[src/rtl/instr_encoder_if.sv]
// Request/instruction-memory bundle between an instruction source and instr_encoder.
// The slave modport is the encoder's view; master is the source/memory side.
interface instr_encoder_if;
  logic        in_valid;
  logic        in_ready;
  logic [3:0]  op_class;
  logic [3:0]  alu_op;
  logic [2:0]  br_type;
  logic [4:0]  rd;
  logic [4:0]  rs1;
  logic [4:0]  rs2;
  logic [31:0] imm;
  logic        last;
  logic        imem_wr_en;
  logic [31:0] imem_addr;
  logic [31:0] imem_wdata;
  logic        done;
  logic        error;

  modport slave (
    input  in_valid, op_class, alu_op, br_type, rd, rs1, rs2, imm, last,
    output in_ready, imem_wr_en, imem_addr, imem_wdata, done, error
  );

  modport master (
    output in_valid, op_class, alu_op, br_type, rd, rs1, rs2, imm, last,
    input  in_ready, imem_wr_en, imem_addr, imem_wdata, done, error
  );
endinterface

[src/rtl/instr_encoder.sv]
// RV32I instruction encoder: accepts decoded instruction requests and writes
// encoded words to consecutive instruction-memory addresses, one word per 3 cycles.
module instr_encoder #(
  parameter logic [31:0] BASE_ADDR = 32'h0,
  parameter int          DEPTH     = 256
) (
  input  logic           clk,
  input  logic           rst_n,
  instr_encoder_if.slave bus
);

  localparam int CW = $clog2(DEPTH + 1);

  localparam logic [2:0] S_IDLE   = 3'd0;
  localparam logic [2:0] S_ENCODE = 3'd1;
  localparam logic [2:0] S_WRITE  = 3'd2;
  localparam logic [2:0] S_DONE   = 3'd3;
  localparam logic [2:0] S_ERR    = 3'd4;

  localparam logic [3:0] OP_R      = 4'd0;
  localparam logic [3:0] OP_I      = 4'd1;
  localparam logic [3:0] OP_LOAD   = 4'd2;
  localparam logic [3:0] OP_STORE  = 4'd3;
  localparam logic [3:0] OP_BRANCH = 4'd4;
  localparam logic [3:0] OP_LUI    = 4'd5;
  localparam logic [3:0] OP_AUIPC  = 4'd6;
  localparam logic [3:0] OP_JAL    = 4'd7;
  localparam logic [3:0] OP_JALR   = 4'd8;

  localparam logic [3:0] ALU_SUB  = 4'd1;
  localparam logic [3:0] ALU_SLL  = 4'd5;
  localparam logic [3:0] ALU_SRL  = 4'd6;
  localparam logic [3:0] ALU_SRA  = 4'd8;
  localparam logic [3:0] ALU_SLTU = 4'd9;

  logic [2:0]    state_q, state_d;
  logic [3:0]    op_q, op_d;
  logic [3:0]    alu_q, alu_d;
  logic [2:0]    br_q, br_d;
  logic [4:0]    rd_q, rd_d;
  logic [4:0]    rs1_q, rs1_d;
  logic [4:0]    rs2_q, rs2_d;
  logic [31:0]   imm_q, imm_d;
  logic          last_q, last_d;
  logic          in_ready_q, in_ready_d;
  logic          wr_en_q, wr_en_d;
  logic [31:0]   addr_q, addr_d;
  logic [31:0]   wdata_q, wdata_d;
  logic          done_q, done_d;
  logic          error_q, error_d;
  logic [CW-1:0] count_q, count_d;
  logic          legal_s;
  logic [31:0]   encoded_s;

  function automatic logic [2:0] alu_funct3(input logic [3:0] alu);
    logic [2:0] f3;
    case (alu)
      4'd0:    f3 = 3'b000;
      4'd1:    f3 = 3'b000;
      4'd2:    f3 = 3'b111;
      4'd3:    f3 = 3'b110;
      4'd4:    f3 = 3'b100;
      4'd5:    f3 = 3'b001;
      4'd6:    f3 = 3'b101;
      4'd7:    f3 = 3'b010;
      4'd8:    f3 = 3'b101;
      4'd9:    f3 = 3'b011;
      default: f3 = 3'b000;
    endcase
    return f3;
  endfunction

  function automatic logic is_legal(input logic [3:0] op, input logic [3:0] alu,
                                    input logic [2:0] br);
    logic ok;
    case (op)
      OP_R:      ok = (alu <= ALU_SLTU);
      OP_I:      ok = (alu <= ALU_SLTU) && (alu != ALU_SUB);
      OP_BRANCH: ok = (br != 3'b010) && (br != 3'b011);
      OP_LOAD, OP_STORE, OP_LUI, OP_AUIPC, OP_JAL, OP_JALR: ok = 1'b1;
      default:   ok = 1'b0;
    endcase
    return ok;
  endfunction

  // Fields not used by a format are simply left out of its concatenation, so they encode as 0.
  function automatic logic [31:0] encode_instr(
    input logic [3:0]  op,
    input logic [3:0]  alu,
    input logic [2:0]  br,
    input logic [4:0]  rd,
    input logic [4:0]  rs1,
    input logic [4:0]  rs2,
    input logic [31:0] imm
  );
    logic [31:0] w;
    logic [6:0]  f7;
    logic [2:0]  f3;
    f3 = alu_funct3(alu);
    f7 = ((alu == ALU_SUB) || (alu == ALU_SRA)) ? 7'b0100000 : 7'b0000000;
    case (op)
      OP_R:      w = {f7, rs2, rs1, f3, rd, 7'b0110011};
      OP_I: begin
        if ((alu == ALU_SLL) || (alu == ALU_SRL) || (alu == ALU_SRA)) begin
          w = {f7, imm[4:0], rs1, f3, rd, 7'b0010011};
        end else begin
          w = {imm[11:0], rs1, f3, rd, 7'b0010011};
        end
      end
      OP_LOAD:   w = {imm[11:0], rs1, 3'b010, rd, 7'b0000011};
      OP_STORE:  w = {imm[11:5], rs2, rs1, 3'b010, imm[4:0], 7'b0100011};
      OP_BRANCH: w = {imm[12], imm[10:5], rs2, rs1, br, imm[4:1], imm[11], 7'b1100011};
      OP_LUI:    w = {imm[31:12], rd, 7'b0110111};
      OP_AUIPC:  w = {imm[31:12], rd, 7'b0010111};
      OP_JAL:    w = {imm[20], imm[10:1], imm[11], imm[19:12], rd, 7'b1101111};
      OP_JALR:   w = {imm[11:0], rs1, 3'b000, rd, 7'b1100111};
      default:   w = 32'h0000_0000;
    endcase
    return w;
  endfunction

  assign legal_s   = is_legal(op_q, alu_q, br_q);
  assign encoded_s = encode_instr(op_q, alu_q, br_q, rd_q, rs1_q, rs2_q, imm_q);

  // Session FSM, request capture, address/word-count bookkeeping and status flags.
  always_comb begin
    state_d = state_q;
    op_d    = op_q;
    alu_d   = alu_q;
    br_d    = br_q;
    rd_d    = rd_q;
    rs1_d   = rs1_q;
    rs2_d   = rs2_q;
    imm_d   = imm_q;
    last_d  = last_q;
    wr_en_d = 1'b0;
    addr_d  = addr_q;
    wdata_d = wdata_q;
    done_d  = done_q;
    error_d = error_q;
    count_d = count_q;
    case (state_q)
      S_IDLE: begin
        if (bus.in_valid && in_ready_q) begin
          op_d    = bus.op_class;
          alu_d   = bus.alu_op;
          br_d    = bus.br_type;
          rd_d    = bus.rd;
          rs1_d   = bus.rs1;
          rs2_d   = bus.rs2;
          imm_d   = bus.imm;
          last_d  = bus.last;
          state_d = S_ENCODE;
        end else begin
          state_d = S_IDLE;
        end
      end
      S_ENCODE: begin
        wdata_d = encoded_s;
        if (legal_s) begin
          wr_en_d = 1'b1;
          state_d = S_WRITE;
        end else begin
          error_d = 1'b1;
          state_d = S_ERR;
        end
      end
      S_WRITE: begin
        addr_d  = addr_q + 32'd4;
        count_d = count_q + CW'(1);
        if (last_q || (count_q == CW'(DEPTH - 1))) begin
          done_d  = 1'b1;
          state_d = S_DONE;
        end else begin
          state_d = S_IDLE;
        end
      end
      S_DONE:  state_d = S_DONE;
      S_ERR:   state_d = S_ERR;
      default: state_d = S_IDLE;
    endcase
    in_ready_d = (state_d == S_IDLE);
  end

  // State and output registers with synchronous active-low reset.
  always_ff @(posedge clk) begin
    if (!rst_n) begin
      state_q    <= S_IDLE;
      op_q       <= 4'd0;
      alu_q      <= 4'd0;
      br_q       <= 3'd0;
      rd_q       <= 5'd0;
      rs1_q      <= 5'd0;
      rs2_q      <= 5'd0;
      imm_q      <= 32'd0;
      last_q     <= 1'b0;
      in_ready_q <= 1'b1;
      wr_en_q    <= 1'b0;
      addr_q     <= BASE_ADDR;
      wdata_q    <= 32'd0;
      done_q     <= 1'b0;
      error_q    <= 1'b0;
      count_q    <= '0;
    end else begin
      state_q    <= state_d;
      op_q       <= op_d;
      alu_q      <= alu_d;
      br_q       <= br_d;
      rd_q       <= rd_d;
      rs1_q      <= rs1_d;
      rs2_q      <= rs2_d;
      imm_q      <= imm_d;
      last_q     <= last_d;
      in_ready_q <= in_ready_d;
      wr_en_q    <= wr_en_d;
      addr_q     <= addr_d;
      wdata_q    <= wdata_d;
      done_q     <= done_d;
      error_q    <= error_d;
      count_q    <= count_d;
    end
  end

  assign bus.in_ready   = in_ready_q;
  assign bus.imem_wr_en = wr_en_q;
  assign bus.imem_addr  = addr_q;
  assign bus.imem_wdata = wdata_q;
  assign bus.done       = done_q;
  assign bus.error      = error_q;

endmodule

[src/flat_wrapper.sv]
// flat-port wrapper written by rule: the top's interface ports become plain ports
module instr_encoder_flat 
#(
  parameter logic [31:0] BASE_ADDR = 32'h0,
  parameter int          DEPTH     = 256
)
  (clk, rst_n, bus_in_valid, bus_op_class, bus_alu_op, bus_br_type, bus_rd, bus_rs1, bus_rs2, bus_imm, bus_last, bus_in_ready, bus_imem_wr_en, bus_imem_addr, bus_imem_wdata, bus_done, bus_error);
  instr_encoder_if bus_i ();
  input  logic clk;
  input  logic rst_n;
  input wire logic [$bits(bus_i.in_valid)-1:0] bus_in_valid;
  input wire logic [$bits(bus_i.op_class)-1:0] bus_op_class;
  input wire logic [$bits(bus_i.alu_op)-1:0] bus_alu_op;
  input wire logic [$bits(bus_i.br_type)-1:0] bus_br_type;
  input wire logic [$bits(bus_i.rd)-1:0] bus_rd;
  input wire logic [$bits(bus_i.rs1)-1:0] bus_rs1;
  input wire logic [$bits(bus_i.rs2)-1:0] bus_rs2;
  input wire logic [$bits(bus_i.imm)-1:0] bus_imm;
  input wire logic [$bits(bus_i.last)-1:0] bus_last;
  output wire logic [$bits(bus_i.in_ready)-1:0] bus_in_ready;
  output wire logic [$bits(bus_i.imem_wr_en)-1:0] bus_imem_wr_en;
  output wire logic [$bits(bus_i.imem_addr)-1:0] bus_imem_addr;
  output wire logic [$bits(bus_i.imem_wdata)-1:0] bus_imem_wdata;
  output wire logic [$bits(bus_i.done)-1:0] bus_done;
  output wire logic [$bits(bus_i.error)-1:0] bus_error;
  assign bus_i.in_valid = bus_in_valid;
  assign bus_i.op_class = bus_op_class;
  assign bus_i.alu_op = bus_alu_op;
  assign bus_i.br_type = bus_br_type;
  assign bus_i.rd = bus_rd;
  assign bus_i.rs1 = bus_rs1;
  assign bus_i.rs2 = bus_rs2;
  assign bus_i.imm = bus_imm;
  assign bus_i.last = bus_last;
  assign bus_in_ready = bus_i.in_ready;
  assign bus_imem_wr_en = bus_i.imem_wr_en;
  assign bus_imem_addr = bus_i.imem_addr;
  assign bus_imem_wdata = bus_i.imem_wdata;
  assign bus_done = bus_i.done;
  assign bus_error = bus_i.error;
  instr_encoder #(.BASE_ADDR(BASE_ADDR), .DEPTH(DEPTH)) u_core (.clk(clk), .rst_n(rst_n), .bus(bus_i));
endmodule
[config.mk]
export PLATFORM = sky130hd
export DESIGN_NAME = instr_encoder_flat
export DESIGN_NICKNAME = d
export VERILOG_FILES = /design/src/rtl/instr_encoder_if.sv /design/src/rtl/instr_encoder.sv /design/src/flat_wrapper.sv
export SDC_FILE = /design/constraint.sdc
export NUM_CORES = 1
export LEC_CHECK = 0
export ABC_AREA = 1
export ABC_CLOCK_PERIOD_IN_PS = 2200
export BUFFER_PORTS_ARGS = -buffer_cell sky130_fd_sc_hd__buf_2
export CAP_MARGIN = 25
export CORE_MARGIN = 2
export CORE_UTILIZATION = 55
export CTS_BUF_LIST = sky130_fd_sc_hd__clkbuf_8
export CTS_CLUSTER_DIAMETER = 30
export DETAILED_ROUTE_END_ITERATION = 7
export MAX_ROUTING_LAYER = met4
export PLACE_DENSITY = 0.8
export SLEW_MARGIN = 30
export SYNTH_ARGS = -nofsm -noshare
export SYNTH_HDL_FRONTEND = slang
export SYNTH_SLANG_ARGS = --single-unit
export TNS_END_PERCENT = 100
[constraint.sdc]
create_clock -name clk -period 2.2 [get_ports clk]
set_input_delay 0 -clock clk [delete_from_list [all_inputs] [get_ports clk]]
set_output_delay 0 -clock clk [all_outputs]
set_load 0.05 [all_outputs]
==> results.sh, run 1 <==
export IMPL_cp_startpoint="u_core.state_q[1]$_SDFF_PN0_"
export IMPL_synth_most_common_cell="nand2_1"
export IMPL_cts_path_max_buffers=2
export IMPL_leakagePower_nw=3.488
export IMPL_place_inst=1162
export IMPL_ant_nets=0
export IMPL_setup_total_negative_slack_ns=0
export IMPL_drv_slew=0
export IMPL_synth_area_top_cells="dfxtp_1 (44%), nand2_1 (15%), nor2_1 (10%)"
export IMPL_slowest_delay_ns=0.38
export IMPL_clk_pin_slew_ns=0.08
export IMPL_hold_viol=0
export IMPL_r2r_start="u_core.state_q[1]$_SDFF_PN0_"
export IMPL_rows=39
export IMPL_cts_tree="done"
export IMPL_finalWirelength_um=17170
export IMPL_crit_chain="nor2_1 -> nand3_2 -> inv_2 -> nor2_1 -> nor3_2 -> inv_1 -> ha_1 -> o21ai_0 -> o21ai_1"
export IMPL_drt_iter0_markers=449
export IMPL_clockRootBuffer="clkbuf_8"
export IMPL_slowest_stage="dfxtp_1"
export IMPL_postPlaceCellArea_um2=7005
export IMPL_io_pins=130
export IMPL_rsz0062_at_grt="false"
export IMPL_required_ns=2.53
export IMPL_cts_made_buffers=17
export IMPL_wl_per_cell_um=13.70
export IMPL_ys_seq_elements=139
export IMPL_critPathMaxFanout=8
export IMPL_synth_edf_count=0
export IMPL_htree_num_levels=4
export IMPL_fp_coreArea_um2=11270
export IMPL_post_cts_resize_count=0
export IMPL_fin_area_um2=7970
export IMPL_grt_max_degree=79
export IMPL_synth_common_cells="nand2_1 (247), nor2_1 (167), dfxtp_1 (139), o21ai_0 (84), a21oi_1 (70)"
export IMPL_netlist_area_um2=6290
export IMPL_initial_core_util_pct=55.80
export IMPL_worst_slew_pin_slew_ns=0.6778
export IMPL_ys_types=34
export IMPL_max_freq_mhz=522.2
export IMPL_crit_arrival_ns=2.25
export IMPL_yosys_most_used_dff="dfxtp_1"
export IMPL_cts_sinks=139
export IMPL_setup_viol=0
export IMPL_fillers=943
export IMPL_grt_pass1_wl_um=28190
export IMPL_finalNetCount=1165
export IMPL_ys_seq_area_share_pct=44.24
export IMPL_final_layout_size_suffix_gt1_share_pct=18.03
export IMPL_fin_crit_ns=1.915
export IMPL_power_density_nw_per_um2=933.3
export IMPL_worstHoldStart="bus_alu_op[3]"
export IMPL_postLayoutCoreUtil_pct=70.71
export IMPL_hold_slack_ns=0.03477
export IMPL_clock_skew_ns=0.01496
export IMPL_dieArea_um2=12310
export IMPL_dpl_hpwl_um=11390
export IMPL_status="finished, final reports clean"
export IMPL_irDropWorstVdd_uv=636.0
export IMPL_io_buffer_count=127
export IMPL_grt_pass1_vias=6154
export IMPL_worstHoldPathType="input port to flop"
export IMPL_fin_cells=1253
export IMPL_path_class="flop to flop"
export IMPL_drv_cap=0
export IMPL_crit_top_cell="nor2_1"
export IMPL_route_detailed_drc=0
export IMPL_start_kind="flop"
export IMPL_setup_ws_ns=0.2852
export IMPL_first_pass_iters=5
export IMPL_die_x_um=110.9
export IMPL_overflow=0
export IMPL_fp_dieH_um=110.9
export IMPL_yosys_area_top_type="dfxtp_1"
export IMPL_end_kind="flop"
export IMPL_synth_avg_cell_area_um2=6.837
export IMPL_num_vias=6444
export IMPL_place_ws_ns=0.2955
export IMPL_async_reset_ff_share_pct=0
export IMPL_vias_per_cell=5.143
export IMPL_post_cts_setup_buffer_count=0
export IMPL_synth_top_area_share_pct=44.24
export IMPL_worst_skew_pair_late_latency_ns=0.44
export IMPL_syn_to_final_growth_pct=26.72
export IMPL_slew_headroom_pct=54.81
export IMPL_synthCells=920
export IMPL_grt_use_total_pct=28.84
export IMPL_antenna_found_initial=1
export IMPL_fin_total_pwr_mw=7.438
export IMPL_synth_warnings=0
export IMPL_gp_congestion=0.9604
export IMPL_fin_crit_sh_pct=87.04
==> report_power, final <==
group | total (mW) | switching (mW) | internal (mW)
Clock | 1.98 | 1.02 | 0.958
Combinational | 2.27 | 1.59 | 0.688
Sequential | 3.19 | 0.266 | 2.92
==> kinds of logic (layout without fill, tap and decap cells) <==
| family | count (synthesis) | after routing | synth area share, % |
|---|---|---|---|
| flip-flops | 139 | 139 | 44.24 |
| AND/OR/NAND/NOR | 488 | 488 | 32.46 |
| adder cells (fa/ha/maj) | 7 | 7 | 1.392 |
| AO/OA/AOI/OAI | 166 | 166 | 13.49 |
| buffers and inverters | 110 | 298 | 7.102 |
| other | 1 | 3 | 0.05962 |
| XOR/XNOR | 9 | 9 | 1.253 |
==> sequential cells by signal, summed over array words and instances (netlist names), 3 cells and up, named ones only <==
| register | flops |
|---|---|
| u_core.br_q | 3 |
| u_core.bus.imem_addr | 30 |
| u_core.alu_q | 4 |
| u_core.bus.imem_wdata | 31 |
| u_core.rs1_q | 5 |
| u_core.rd_q | 5 |
| u_core.op_q | 4 |
| u_core.rs2_q | 5 |
| u_core.count_q | 9 |
| u_core.state_q | 3 |
| u_core.imm_q | 32 |
==> critical path: cells and delay by family, from the launching register on <==
family / cells / cell delay (ns)
and+or+nand+nor: 4 / 0.67
buffers and inverters: 2 / 0.23
DFF: 1 / 0.38
adders and majority gates: 1 / 0.28
AOI/OAI and AO/OA: 2 / 0.25
==> what timing repair did <==
action / CTS / global route
endpoints found under the hold margin: 58 / 0
hold buffers: 58 / 0
endpoints found under the setup margin: 0 / 0
==> cell usage in the layout, fill, tap and decap left out, drive strengths merged, types with 3 or more instances in the layout <==
master,n
buf,136
o21ai,92
nand3b,3
nand2,250
clkbuf,19
inv,74
nor3,8
xnor2,3
clkinv,5
dlygate4sd3,58
dfxtp,139
xor2,6
nand3,40
a21oi,70
clkinvlp,5
nor2,178
nand4,4
ha,7
==> path summary, 6_finish.rpt <==
| check | to | slack (ns) | cells after the start |
|---|---|---|---|
| worst min register to register | u_core.bus.error$_SDFFE_PN0N_ | 0.45 | 2 |
| worst max-delay path | flop | 0.29 | 9 |
| worst min-delay path | u_core.alu_q[3]$_SDFFE_PN0P_ | 0.03 | 5 |
| worst max register to register | flop | 0.29 | 9 |
==> per-layer routing <==
metal | up-vias | global-route usage [%] | wire length (um)
met4 | 0 | 12.25 | 476
li1 | 3267 | - | -
met1 | 2922 | 34.46 | 7505
met3 | 37 | 5.139 | 947
met2 | 218 | 48.10 | 8237
met5 | - | - | 0
==> final cells by class <==
cell class                 instances  area (um^2)  area share, %
antenna                            1        2.502        0.03140
clock buffer                      19        261.5          3.281
clock inverter                    13        120.1          1.507
inverter                          72        270.3          3.391
multi-input combinational        672         3070          38.52
sequential                       139         2783          34.91
tap                              143        178.9          2.245
timing repair buffer             194         1284          16.11
Power figures use the tool's default switching activity.
==> inputs of run 2 (changes only) <==
CTS_BUF_LIST = sky130_fd_sc_hd__clkbuf_4 sky130_fd_sc_hd__clkbuf_8   (was sky130_fd_sc_hd__clkbuf_8)
==> results.sh, run 2 (synthesis results as in run 1) <==
export IMPL_dieArea_um2=12310
export IMPL_rsz0062_at_grt="false"
export IMPL_cp_startpoint="u_core.state_q[1]$_SDFF_PN0_"
export IMPL_fin_crit_sh_pct=87.07
export IMPL_worst_skew_pair_late_latency_ns=0.44
export IMPL_io_pins=130
export IMPL_fin_crit_ns=1.916
export IMPL_grt_use_total_pct=28.84
export IMPL_rows=39
export IMPL_setup_total_negative_slack_ns=0
export IMPL_path_class="flop to flop"
export IMPL_status="finished, final reports clean"
export IMPL_irDropWorstVdd_uv=641.8
export IMPL_first_pass_iters=6
export IMPL_required_ns=2.53
export IMPL_syn_to_final_growth_pct=26.78
export IMPL_htree_num_levels=4
export IMPL_cts_path_max_buffers=2
export IMPL_grt_max_degree=79
export IMPL_vias_per_cell=5.121
export IMPL_power_density_nw_per_um2=934.6
export IMPL_gp_congestion=0.9604
export IMPL_crit_arrival_ns=2.25
export IMPL_wl_per_cell_um=13.70
export IMPL_end_kind="flop"
export IMPL_slew_headroom_pct=55.01
export IMPL_clock_skew_ns=0.01565
export IMPL_num_vias=6417
export IMPL_worstHoldPathType="input port to flop"
export IMPL_route_detailed_drc=0
export IMPL_drv_cap=0
export IMPL_critPathMaxFanout=8
export IMPL_regMostFlops="u_core.imm_q"
export IMPL_post_cts_resize_count=0
export IMPL_fp_dieH_um=110.9
export IMPL_finalNetCount=1165
export IMPL_drv_slew=0
export IMPL_r2r_slack_ns=0.28
export IMPL_mostFrequentLayoutCells="nand2_1 (247), nor2_1 (167), dfxtp_1 (139)"
export IMPL_largest_reg_flops=32
export IMPL_drt_iter0_markers=449
export IMPL_worst_slew_pin_slew_ns=0.6748
export IMPL_cts_sinks=139
export IMPL_overflow=0
export IMPL_max_freq_mhz=522.0
export IMPL_worstHoldStart="bus_alu_op[3]"
export IMPL_dpl_hpwl_um=11390
export IMPL_fin_total_pwr_mw=7.453
export IMPL_r2r_start="u_core.state_q[1]$_SDFF_PN0_"
export IMPL_cts_tree="done"
export IMPL_cts_made_buffers=17
export IMPL_start_kind="flop"
export IMPL_ant_nets=0
export IMPL_leakagePower_nw=3.487
export IMPL_antenna_found_initial=1
export IMPL_grt_pass1_wl_um=28190
export IMPL_die_x_um=110.9
export IMPL_grt_pass1_vias=6154
export IMPL_initial_core_util_pct=55.80
export IMPL_mostFrequentLayoutCell="nand2_1"
export IMPL_clockRootBuffer="clkbuf_8"
export IMPL_io_buffer_count=127
export IMPL_final_layout_size_suffix_gt1_share_pct=18.12
export IMPL_fp_coreArea_um2=11270
export IMPL_clk_pin_slew_ns=0.08
export IMPL_hold_viol=0
export IMPL_finalWirelength_um=17160
export IMPL_setup_viol=0
## run 2: cell type report
| class | instances | area, um^2 |
|---|---|---|
| Timing Repair Buffer | 194 | 1284 |
| Clock inverter | 12 | 116.4 |
| Fill cell | 943 | 3298 |
| Inverter | 72 | 270.3 |
| Clock buffer | 20 | 269.0 |
| Multi-Input combinational cell | 672 | 3070 |
| Tap cell | 143 | 178.9 |
| Sequential cell | 139 | 2783 |
| Antenna cell | 1 | 2.502 |
## run 2: report_power, final
part	switching (mW)	leakage (nW)	internal, mW
Combinational	1.58	2.17	0.688
Clock	1.02	0.181	0.974
Sequential	0.266	1.14	2.92
Total	2.87	3.49	4.58
## run 2: worst paths after layout
kind                                         to  cells after the start
setup / recovery                           flop                      9
hold / removal     u_core.alu_q[3]$_SDFFE_PN0P_                      5
setup reg to reg                           flop                      9
hold reg to reg   u_core.bus.error$_SDFFE_PN0N_                      2
## run 2: per-stage QoR
step                      hold slack [ns]  area, um^2  util [%]  worst slack (ns)  std cells
final                             0.02234        7974     70.74            0.2844       1253
after global routing              0.03733        7974     70.74           0.08455       1253
after CTS                        0.002302        7971     70.72            0.2822       1252
after detailed placement           0.2572        7005     62.15            0.2955       1162
after global placement             0.2535        7005     62.15            0.4060       1162
after floorplan                    0.1572        6294         -            0.2833        921
## run 2: worst max-delay path, cell delays in order, from the launching register on
cell and delay (ns):
dfxtp_1 0.38, nor2_1 0.18, nand3_2 0.21, inv_2 0.10
nor2_1 0.06, nor3_2 0.22, inv_1 0.13, ha_1 0.28
o21ai_0 0.18, o21ai_1 0.07
## run 2: timing repair
item                                   in CTS  in global routing
endpoints found under the hold margin      58                  0
setup buffers                               0                  0
hold buffers                               58                  0
## run 2: layer usage
metal	GRT usage [%]	up-vias	wire length, um
met5	-	-	0
met4	12.25	0	480
met3	5.139	37	934
met2	48.10	202	8245
met1	34.46	2910	7501
li1	-	3268	-
==> inputs of run 3 (changes only) <==
ABC_CLOCK_PERIOD_IN_PS = 1900   (was 2200)
clock period = 1.9 ns   (was 2.2 ns; I/O delays follow)
==> results.sh, run 3 (synthesis results as in run 1) <==
export IMPL_status="finished, final reports clean"
export IMPL_num_vias=6490
export IMPL_gp_congestion=0.9000
export IMPL_wl_per_cell_um=13.63
export IMPL_crit_chain="nor2_2 -> nand3_4 -> inv_2 -> nor2_1 -> nor3_2 -> inv_2 -> ha_1 -> o21ai_0 -> o21ai_1"
export IMPL_route_detailed_drc=0
export IMPL_crit_top_cell="inv_2"
export IMPL_die_x_um=110.9
export IMPL_final_layout_size_suffix_gt1_share_pct=18.94
export IMPL_drv_slew=0
export IMPL_worst_path_buf_inv=2
export IMPL_combPwrFrac_pct=29.7
export IMPL_r2r_start="u_core.state_q[1]$_SDFF_PN0_"
export IMPL_io_buffer_count=127
export IMPL_fin_crit_ns=1.823
export IMPL_grt_max_degree=58
export IMPL_slew_headroom_pct=59.40
export IMPL_largest_reg_flops=32
export IMPL_htree_num_levels=4
export IMPL_path_class="flop to flop"
export IMPL_fp_dieH_um=110.9
export IMPL_antenna_found_initial=0
export IMPL_required_ns=2.25
export IMPL_worst_slew_pin_slew_ns=0.6091
export IMPL_finalWirelength_um=17130
export IMPL_worstHoldStart="rst_n"
export IMPL_overflow=0
export IMPL_postPlaceCellArea_um2=7030
export IMPL_r2r_slack_ns=0.08
export IMPL_hold_viol=0
export IMPL_ant_nets=0
export IMPL_cts_made_buffers=17
export IMPL_postLayoutCoreUtil_pct=71.64
export IMPL_slowest_delay_ns=0.32
export IMPL_max_freq_mhz=548.6
export IMPL_syn_to_final_growth_pct=28.39
export IMPL_irDropWorstVdd_uv=607.9
export IMPL_cp_top_family="simple AND/OR/NAND/NOR gates"
export IMPL_min_to="u_core.alu_q[3]$_SDFFE_PN0P_"
export IMPL_p_switching_mw=3.389
export IMPL_worstHoldPathType="input port to flop"
export IMPL_start_kind="flop"
export IMPL_dieArea_um2=12310
export IMPL_place_inst=1165
export IMPL_diodes=0
export IMPL_grt_pass1_wl_um=28120
export IMPL_worst_skew_pair_late_latency_ns=0.45
export IMPL_crit_arrival_ns=2.17
export IMPL_initial_core_util_pct=55.80
export IMPL_finalNetCount=1170
export IMPL_pwr_share_seq_pct=41.3
export IMPL_grt_pass1_vias=6143
export IMPL_rsz0062_at_grt="true"
export IMPL_mostFrequentLayoutCells="nand2_1 (247), nor2_1 (166), dfxtp_1 (137)"
export IMPL_fillers=958
export IMPL_mostFrequentLayoutCell="nand2_1"
export IMPL_drv_cap=0
export IMPL_clock_skew_ns=0.009544
export IMPL_leakagePower_nw=3.537
export IMPL_clk_pin_slew_ns=0.08
export IMPL_cts_path_max_buffers=2
export IMPL_worstRegToRegCells=9
export IMPL_dpl_hpwl_um=11410
export IMPL_regMostFlops="u_core.imm_q"
export IMPL_fin_cells=1257
export IMPL_vias_per_cell=5.163
export IMPL_fin_area_um2=8075
export IMPL_clockRootBuffer="clkbuf_8"
export IMPL_hold_depth=5
export IMPL_end_kind="flop"
export IMPL_fp_coreArea_um2=11270
export IMPL_netSwitchingFraction_pct=37.84
export IMPL_critPathMaxFanout=6
export IMPL_multi_input_area_um2=3085
export IMPL_setup_viol=0
export IMPL_p_int_mw=5.566
export IMPL_first_pass_iters=7
export IMPL_cts_sinks=139
export IMPL_rows=39
export IMPL_drt_iter0_markers=490
export IMPL_seqCellArea_um2=2785
export IMPL_fin_crit_sh_pct=95.93
export IMPL_slowest_stage="dfxtp_1"
export IMPL_grt_use_total_pct=28.88
export IMPL_cts_tree="done"
export IMPL_power_density_nw_per_um2=1109
export IMPL_io_pins=130
export IMPL_p_clk_share_pct=29.0
==> run 3: cell count changes in the layout (fill, tap and decap cells not counted), sizes merged <==
cell         change
buf              +4
clkinv           -3
inv              +4
clkinvlp         -1
diode            -1
clkbuf           -2
dlygate4sd3      +1
bufinv           +2
==> run 3: power by group through the flow <==
stage	logic (mW)	clock network, mW	registers [mW]
floorplan	1.61	0	3.96
global placement	2.45	0	3.73
detailed placement	2.48	0	3.74
CTS	2.59	2.62	3.68
global route	2.94	2.76	3.74
finish	2.66	2.60	3.69
==> run 3: how the worst max path moves through the flow <==
stage / cells after the start / start / to
6_report: 9 / u_core.state_q[1]$_SDFF_PN0_ / flop
5_1_grt: 12 / u_core.count_q[1]$_SDFFE_PN0N_ / u_core.bus.in_ready$_SDFF_PN1_
4_1_cts: 9 / u_core.state_q[2]$_SDFF_PN0_ / flop
3_5_place_dp: 9 / u_core.state_q[1]$_SDFF_PN0_ / flop
3_3_place_gp: 9 / u_core.state_q[2]$_SDFF_PN0_ / flop
2_1_floorplan: 10 / u_core.bus.in_ready$_SDFF_PN1_ / flop
==> run 3: stage by stage <==
stage	hold WS [ns]	worst slack (ns)	TNS, ns	power, mW
after floorplan	0.1572	0.02143	0	5.570
after global placement	0.2538	0.1884	0	6.183
final	0.04055	0.07729	0	8.955
after CTS	0.01680	0.07035	0	8.887
after detailed placement	0.2554	0.1104	0	6.227
after global routing	0.07319	-0.06307	-0.09173	9.439
==> run 3: per-layer routing <==
layer  vias to the layer above  global-route usage (%)  routed length, um  share of wire, %
met3                        29                   5.249                931               5.4
li1                       3275                       -                  -                 -
met4                         0                   10.50                288               1.7
met1                      2967                   35.02               7431                43
met2                       219                   48.34               8478                49
met5                         -                       -                  0                 0
==> run 3: timing repair <==
item	4_1_cts	5_1_grt
endpoints found under the hold margin	59	0
endpoints found under the setup margin	0	4
gates resized for setup	0	5
hold buffers	59	0
setup buffers	0	1
==> run 3: tightest hold or removal path: cells and delay by family <==
| family | cells | cell delay [ns] |
|---|---|---|
| buffers and inverters | 3 | 0.26 |
| AOI/OAI and AO/OA | 1 | 0.12 |
| and+or+nand+nor | 1 | 0.05 |
==> run 3: cell type report <==
| class | count | area share (%) |
|---|---|---|
| timing repair buffer | 199 | 16.39 |
| tap | 143 | 2.216 |
| inverter | 72 | 3.347 |
| sequential | 139 | 34.49 |
| clock inverter | 14 | 2.278 |
| clock buffer | 18 | 3.068 |
| multi-input combinational | 672 | 38.21 |
